--- config.mk ---
export PLATFORM = sky130hd
export DESIGN_NAME = picture_fetch_server
export DESIGN_NICKNAME = d
export VERILOG_FILES = /design/src/rtl/picture_fetch_server.sv
export SDC_FILE = /design/constraint.sdc
export NUM_CORES = 1
export LEC_CHECK = 0
export ABC_AREA = 1
export BUFFER_PORTS_ARGS = -buffer_cell sky130_fd_sc_hd__buf_2
export CAP_MARGIN = 20
export CORE_ASPECT_RATIO = 0.7
export CORE_MARGIN = 2
export CORE_UTILIZATION = 30
export DETAILED_ROUTE_END_ITERATION = 8
export PLACE_DENSITY_LB_ADDON = 0.15
export SLEW_MARGIN = 20
export SYNTH_ARGS = -nofsm -noshare
export SYNTH_HDL_FRONTEND = slang
export SYNTH_SLANG_ARGS = --single-unit
export TNS_END_PERCENT = 1
--- constraint.sdc ---
create_clock -name clk -period 13.35 [get_ports clk]
set_clock_uncertainty 0.2 [all_clocks]
set_input_delay 1.335 -clock clk [delete_from_list [all_inputs] [get_ports clk]]
set_output_delay 1.335 -clock clk [all_outputs]
set_load 0.005 [all_outputs]
--- src/rtl/picture_fetch_server.sv ---
// picture_fetch_server: round-robin read arbiter in front of one single-port
// picture SRAM. Requests for the same address in the same cycle share one
// SRAM access, and the grant mask follows the read through a delay line so
// that the returning data is flagged to every unit that was served.
module picture_fetch_server #(
    parameter int N_UNITS  = 16,
    parameter int ADDR_W   = 17,
    parameter int DATA_W   = 8,
    parameter int READ_LAT = 1
) (
    input  logic                        clk,
    input  logic                        rst,
    input  logic [N_UNITS-1:0]          req_valid,
    input  logic [N_UNITS*ADDR_W-1:0]   req_addr,
    output logic [N_UNITS-1:0]          req_ready,
    output logic                        mem_en,
    output logic [ADDR_W-1:0]           mem_addr,
    input  logic [DATA_W-1:0]           mem_rdata,
    output logic [N_UNITS-1:0]          rsp_valid,
    output logic [DATA_W-1:0]           rsp_data,
    output logic [31:0]                 access_cnt,
    output logic [31:0]                 coalesce_cnt
);

    localparam int PTR_W = $clog2(N_UNITS);
    localparam int POP_W = $clog2(N_UNITS + 1);

    logic [PTR_W-1:0]   r_ptr;
    logic               r_mem_en;
    logic [ADDR_W-1:0]  r_mem_addr;
    logic [N_UNITS-1:0] r_mask_pipe [READ_LAT+1];
    logic [31:0]        r_access_cnt;
    logic [31:0]        r_coalesce_cnt;

    logic               w_found;
    logic [PTR_W-1:0]   w_winner;
    logic [ADDR_W-1:0]  w_win_addr;
    logic [N_UNITS-1:0] w_grant;
    logic [POP_W-1:0]   w_pop;
    logic [PTR_W-1:0]   w_ptr_next;
    logic [32:0]        w_coal_sum;

    // Cyclic scan from the priority pointer: first valid request wins.
    always_comb begin
        w_found  = 1'b0;
        w_winner = '0;
        for (int k = 0; k < N_UNITS; k++) begin
            if (!w_found && req_valid[(int'(r_ptr) + k) % N_UNITS]) begin
                w_found  = 1'b1;
                w_winner = PTR_W'((int'(r_ptr) + k) % N_UNITS);
            end
        end
    end

    assign w_win_addr = req_addr[int'(w_winner)*ADDR_W +: ADDR_W];

    // Grant the winner plus every valid unit asking for the identical address.
    always_comb begin
        w_grant = '0;
        for (int j = 0; j < N_UNITS; j++) begin
            if (w_found && req_valid[j] && (req_addr[j*ADDR_W +: ADDR_W] == w_win_addr)) begin
                w_grant[j] = 1'b1;
            end
        end
    end

    assign w_pop      = POP_W'($countones(w_grant));
    assign w_ptr_next = (w_winner == PTR_W'(N_UNITS - 1)) ? '0 : w_winner + 1'b1;
    // Only consumed on grant cycles, where w_pop is at least 1.
    assign w_coal_sum = {1'b0, r_coalesce_cnt} + 33'(w_pop) - 33'd1;

    // Pointer advances past the winner only; coalesced units leave it alone.
    always_ff @(posedge clk or posedge rst) begin
        if (rst) begin
            r_ptr <= '0;
        end else if (w_found) begin
            r_ptr <= w_ptr_next;
        end
    end

    // SRAM command register; the address holds across idle cycles.
    always_ff @(posedge clk or posedge rst) begin
        if (rst) begin
            r_mem_en   <= 1'b0;
            r_mem_addr <= '0;
        end else begin
            r_mem_en <= w_found;
            if (w_found) begin
                r_mem_addr <= w_win_addr;
            end
        end
    end

    // Grant mask delay line, aligned with read data returning READ_LAT later.
    always_ff @(posedge clk or posedge rst) begin
        if (rst) begin
            for (int s = 0; s <= READ_LAT; s++) begin
                r_mask_pipe[s] <= '0;
            end
        end else begin
            r_mask_pipe[0] <= w_grant;
            for (int s = 1; s <= READ_LAT; s++) begin
                r_mask_pipe[s] <= r_mask_pipe[s-1];
            end
        end
    end

    // Saturating statistics: accesses issued and extra grants sharing them.
    always_ff @(posedge clk or posedge rst) begin
        if (rst) begin
            r_access_cnt   <= '0;
            r_coalesce_cnt <= '0;
        end else if (w_found) begin
            if (r_access_cnt != '1) begin
                r_access_cnt <= r_access_cnt + 32'd1;
            end
            r_coalesce_cnt <= w_coal_sum[32] ? '1 : w_coal_sum[31:0];
        end
    end

    assign req_ready    = w_grant;
    assign mem_en       = r_mem_en;
    assign mem_addr     = r_mem_addr;
    assign rsp_valid    = r_mask_pipe[READ_LAT];
    assign rsp_data     = mem_rdata;
    assign access_cnt   = r_access_cnt;
    assign coalesce_cnt = r_coalesce_cnt;

endmodule

After elaboration in Yosys (flattened, before gate mapping)
Cells that the tools add are included.
{"block": "totals", "input_bits": 298, "reg_bits": 118, "output_inout_bits": 122}
{"block": "classes", "add_sub_neg": 34, "shift": 1, "n_mux": 97, "n_eq_ne": 18, "bitwise_logic": 15, "n_reduce_logical": 78, "n_lt_le_gt_ge": 16, "n_mul": 1}
{"op": "== test 17 bit", "count": 16}
{"op": "indexed part select 272 x 10 -> 17 bit", "count": 1}
{"op": "less-than comparator 5 x 6 -> 1 bit, second input constant", "count": 15}
{"op": "2-to-1 mux 4 bit", "count": 17}
{"op": "binary-select mux 1 bit (select 4 bit)", "count": 16}
{"op": "2-to-1 mux 1 bit", "count": 63}
{"op": "OR reduction 4 bit", "count": 15}
{"op": "logical AND 1 bit", "count": 47}
{"op": "adder 32 x 5 -> 33 bit", "count": 1}
{"op": "subtractor 33 x 1 -> 33 bit, second input constant", "count": 1}
{"op": "adder 32 x 1 -> 32 bit, second input constant", "count": 1}
{"op": "adder 4 bit, second input constant", "count": 8}
{"op": "2-to-1 mux 32 bit", "count": 1}
{"op": "inequality test 32 bit, second input constant", "count": 1}
{"op": "adder 1 x 1 -> 2 bit", "count": 8}
{"op": "adder 4 x 3 -> 4 bit, second input constant", "count": 4}
{"op": "bitwise AND 1 bit, first input constant", "count": 15}
{"op": "zero test 1 bit", "count": 15}
{"op": "adder 2 x 2 -> 3 bit", "count": 4}
{"op": "multiplier 4 x 5 -> 9 bit, second input constant", "count": 1}
{"op": "adder 3 x 3 -> 4 bit", "count": 2}
{"op": "adder 4 x 1 -> 4 bit, second input constant", "count": 2}
{"op": "adder 4 x 2 -> 4 bit, second input constant", "count": 2}
{"op": "adder 4 x 4 -> 5 bit", "count": 1}
{"op": "other kinds (3)", "count": 3}

Longest topological paths before layout
{"block": "logic_depth", "word_depth": 62, "mapped_depth": 70, "ltp_nobuf": 66}

Least setup slack after synthesis
OpenSTA, ideal clock, no wires.
{"block": "synth_timing", "path_kind": "input -> register", "from": "input req_valid[11]", "to": "register r_coalesce_cnt[31], in the netlist coalesce_cnt[31]", "arrival_time_ns": 10.587, "required_time_ns": 13.084, "setup_slack_ns": 2.498, "stages": 65, "path_cell_list": "nand2_1 > nand3_1 > nand3_1 > nand2_1 > nand2_1 > nand2_1 > nor2_2 > nand4_2 > nor2_4 > nand4_1 > nor2_1 > nand4_1 > nor2_2 > nand2_2 > nand3_2 > buf_4 > buf_6 > buf_2 > [... 29 more ...] > o21bai_1 > a21oi_1 > o21ai_0 > nand3_1 > nand2_1 > nand2_1 > nand2_1 > a21boi_0 > o21ai_0 > a21oi_1 > inv_1 > nand2_1 > nand3b_1 > or2_2 > nand2_1 > clkbuf_1 > o21ai_0 > nand2_1"}
{"block": "synth_via", "elab_chain_len": 60}
{"element": "from (decl)", "line": "13", "source": "input logic [N_UNITS-1:0] req_valid,"}
{"element": "binary-select mux 1 bit (select 4 bit)", "line": "48", "source": "if (!w_found && req_valid[(int'(r_ptr) + k) % N_UNITS]) begin"}
{"element": "2-to-1 mux 1 bit (implied by the code)", "line": "48"}
{"element": "2-to-1 mux 1 bit", "line": "48"}
{"element": "zero test 1 bit", "line": "48"}
{"element": "logical AND 1 bit", "line": "48"}
{"element": "2-to-1 mux 1 bit", "line": "48"}
{"element": "zero test 1 bit", "line": "48"}
{"element": "logical AND 1 bit", "line": "48"}
{"element": "[... 44 more ...]"}
{"element": "2-to-1 mux 1 bit", "line": "61", "source": "if (w_found && req_valid[j] && (req_addr[j*ADDR_W +: ADDR_W] == w_win_addr)) begin"}
{"element": "adder 1 x 1 -> 2 bit (implied by the code)", "line": "67", "source": "assign w_pop = POP_W'($countones(w_grant));"}
{"element": "adder 2 x 2 -> 3 bit (implied by the code)", "line": "67"}
{"element": "adder 3 x 3 -> 4 bit (implied by the code)", "line": "67"}
{"element": "adder 4 x 4 -> 5 bit (implied by the code)", "line": "67"}
{"element": "adder 32 x 5 -> 33 bit", "line": "70", "source": "assign w_coal_sum = {1'b0, r_coalesce_cnt} + 33'(w_pop) - 33'd1;"}
{"element": "subtractor 33 x 1 -> 33 bit", "line": "70"}
{"element": "2-to-1 mux 32 bit", "line": "117", "source": "r_coalesce_cnt <= w_coal_sum[32] ? '1 : w_coal_sum[31:0];"}
{"element": "to (signal assigned)", "line": "117"}
{"element": "to (decl)", "line": "33", "source": "logic [31:0] r_coalesce_cnt;"}
Several ways; a longest one is shown, not always the timed one. The select of a mux whose other input is x is not followed.
A chain may end at the register's enable or synchronous reset.

Final worst setup path
{"block": "layout_timing", "from": "register r_ptr[0]", "to": "register r_coalesce_cnt[1], in the netlist coalesce_cnt[1]"}
{"block": "layout_via", "elab_chain_len": 60}
{"element": "from (decl)", "line": "28", "source": "logic [PTR_W-1:0] r_ptr;"}
{"element": "from (signal assigned)", "line": "77", "source": "r_ptr <= w_ptr_next;"}
{"element": "adder 4 x 1 -> 4 bit or binary-select mux 1 bit (select 4 bit) (tied branches)", "line": "48, 50"}
{"element": "binary-select mux 1 bit (select 4 bit) or 2-to-1 mux 1 bit (tied branches)", "line": "48"}
{"element": "2-to-1 mux 1 bit (implied by the code)", "line": "48"}
{"element": "2-to-1 mux 1 bit (implied by the code) or zero test 1 bit (tied branches)", "line": "48"}
{"element": "logical AND 1 bit", "line": "48"}
{"element": "2-to-1 mux 1 bit", "line": "48"}
{"element": "zero test 1 bit", "line": "48"}
{"element": "logical AND 1 bit", "line": "48"}
{"element": "[... 44 more ...]"}
{"element": "2-to-1 mux 1 bit", "line": "61"}
{"element": "adder 1 x 1 -> 2 bit (implied by the code)", "line": "67"}
{"element": "adder 2 x 2 -> 3 bit (implied by the code)", "line": "67"}
{"element": "adder 3 x 3 -> 4 bit (implied by the code)", "line": "67"}
{"element": "adder 4 x 4 -> 5 bit (implied by the code)", "line": "67"}
{"element": "adder 32 x 5 -> 33 bit", "line": "70"}
{"element": "subtractor 33 x 1 -> 33 bit", "line": "70"}
{"element": "2-to-1 mux 32 bit", "line": "117"}
Several ways; a longest one is shown, not always the timed one. The select of a mux whose other input is x is not followed.

==> flow_metrics.py <==
metrics = {
    "worst_setup_path": {
        "max_stage_delay_ns": 0.70,
        "cp-end-kind": "register",
        "rr_worst_depth": 64,
        "reg2reg_slack_ns": 1.08,
        "regToRegEndpoint": "coalesce_cnt[1]",
        "worstPathRequired_ns": 13.53,
        "r2r-start": "r_ptr[0]",
        "start_kind": "register",
        "cp_top_family": "simple AND/OR/NAND/NOR gates",
        "cp_data_arrival_time_ns": 12.45,
        "critPathKind": "register to register",
        "endpoint": "coalesce_cnt[1]",
        "slowest_stage": "fa_1",
        "cp.depth": 64,
        "startpoint": "r_ptr[0]",
        "cp_max_fo": 34,
        "critPathBufInv": 8,
        "critPathMostFrequentCell": "nand2_1",
    },
    "detailed_routing": {
        "routed-via-count": 25300,
        "drt_iter0_markers": 3207,
        "wl_per_cell_um": 21.4,
        "drc": 0,
        "wl_um": 106000,
        "postRouteAntennaNets": 0,
        "first_pass_iters": 8,
        "viasPerCell": 5.07,
    },
    "timing": {
        "finalHoldViolations": 0,
        "period_share_pct": 91.9,
        "worst_pin_slew_ns": 0.814,
        "fin_crit_ns": 12.27,
        "fmax_mhz": 81.5,
        "finalMaxSlewViolations": 0,
        "max_slew_margin_pct": 45.5,
        "finalSetupViolations": 0,
    },
    "die": {
        "die_h_um": 221,
        "pin_count": 420,
        "die_area_mm2": 0.0692,
        "core_mm2": 0.0664,
        "initial_core_util_pct": 30.3,
        "die_w_um": 314,
        "rows": 79,
    },
    "clock_network": {
        "clk_latency_ns": 0.47,
        "clock_path_buffers": 2,
        "clock-root-buffer": "clkbuf_16",
        "post-cts-setup-buffers": 0,
        "clkSinkCount": 118,
        "clk_pin_slew_ns": 0.07,
        "post_cts_resized": 0,
        "numCtsBuffers": 17,
        "cts_max_level": 4,
        "tritoncts": "yes",
        "hold_buffers": 0,
    },
    "final_layout": {
        "drive_above_1_share_pct": 17.7,
        "multi_input_area_mm2": 0.0144,
        "final_cell_mix": "nand2_1 (1429), nand3_1 (502), inv_1 (440)",
        "syn2layout_area_growth_pct": 22.4,
        "nNetsFinal": 4549,
        "stdcell_area_mm2": 0.0246,
        "layoutNonFillerInstCount": 4984,
        "ff_latch_area_mm2": 0.00295,
        "finalCoreUtilization_pct": 37.1,
        "layout_commonest_cell": "nand2_1",
        "fillCellCount": 7670,
    },
    "synthesis": {
        "synth_nets": 4087,
        "ys.flop_type": "dfrtp_1",
        "yosysWarnings": 0,
        "synth.area.mux_share_pct": 0,
        "synthAdderAreaFrac_pct": 11.3,
        "yosys.area_share.simple_pct": 49.7,
        "synth_area_mm2": 0.0201,
        "synth_cells": 3614,
        "synth_edf_count": 0,
        "synth_compound_area_share_pct": 6.37,
        "ys_ff_latch": 118,
        "syn_area_per_cell_um2": 5.57,
        "synth_top_family_by_area": "simple AND/OR/NAND/NOR gates",
        "synth_cell_types": 48,
        "async_flop_share_pct": 100,
        "synth_xor_area_share_pct": 4.04,
        "ys_seq_area_share_pct": 14.7,
    },
    "min_path": {
        "holdCritPathClass": "register to register",
    },
    "place": {
        "gp_congestion": 0.994,
        "place_inst": 4948,
        "io_buffers": 403,
        "placed_cell_area_mm2": 0.0240,
        "hpwl_um": 89600,
    },
    "grt": {
        "grt_pass1_vias": 23000,
        "grt_pass1_wl_um": 151000,
        "grt_max_degree": 77,
        "grt.total_usage_pct": 29.9,
        "antenna_found_initial": 13,
        "overflow": 0,
    },
    "run_status": {
        "status": "finished clean",
    },
    "run": {
        "maxCapViolations": 0,
    },
}
## cells in the mapped netlist (27+ instances only)
library cell	number	area share, %
o21ai_1	34	0.84
a21oi_1	42	1.0
inv_1	443	8.3
buf_2	68	1.7
buf_4	53	2.0
dfrtp_1	118	15
nand3_1	502	12
nand2_1	1430	27
nor2_1	300	5.6
nand4_1	27	0.84
xor2_1	68	3.0
o21ai_0	127	3.2
ha_1	164	10
## area by class of cell
| cell class | instances | share of cell area (%) |
|---|---|---|
| flip-flops and latches | 118 | 12.0 |
| clock inverters | 15 | 0.685 |
| clock buffers | 17 | 1.73 |
| repair buffers | 608 | 15.5 |
| diodes | 4 | 0.0406 |
| inverters | 464 | 7.12 |
| multi-input cells | 2867 | 58.4 |
| well taps | 891 | 4.52 |
## through the flow
stage	hold WS [ns]	setup slack, ns	setup TNS [ns]
floorplan	0.131	2.50	0
global placement	0.132	0.996	0
detailed placement	0.135	0.868	0
CTS	0.149	0.968	0
global route	0.154	-0.00122	-0.00122
finish	0.146	1.08	0
## flip-flops by register name (all words and copies together), names as in the netlist
signal and flops:
access_cnt 32, mem_en 1, coalesce_cnt 32, rsp_valid 16, r_mask_pipe 16, mem_addr 17
r_ptr 4
## cell families after synthesis
logic type	Yosys count
fa+ha+maj	175
flops	118
xor+xnor	92
compound gates	238
buf+inv	629
simple gates	2362
## metal layers
layer  vias to the layer above  GRT usage [%]  routed length, um
li1                      12300              -                  -
met1                     11500           42.9              48400
met2                      1315           43.2              43300
met3                       158           7.72              11600
met4                        12           9.36               3070
met5                         -              0                 69
## worst min path at each step
stage	startpoint	end	slack, ns	depth (start not counted)
2_1_floorplan	r_mask_pipe[16]	rsp_valid[0]	0.13	0
3_3_place_gp	r_mask_pipe[30]	rsp_valid[14]	0.13	0
3_5_place_dp	r_mask_pipe[16]	rsp_valid[0]	0.13	0
4_1_cts	r_mask_pipe[16]	rsp_valid[0]	0.15	0
5_1_grt	r_mask_pipe[18]	rsp_valid[2]	0.15	0
6_report	r_mask_pipe[18]	rsp_valid[2]	0.15	0
Power is not shown: default switching activity piles up to over one toggle a cycle in this logic, so the estimate is an artifact.
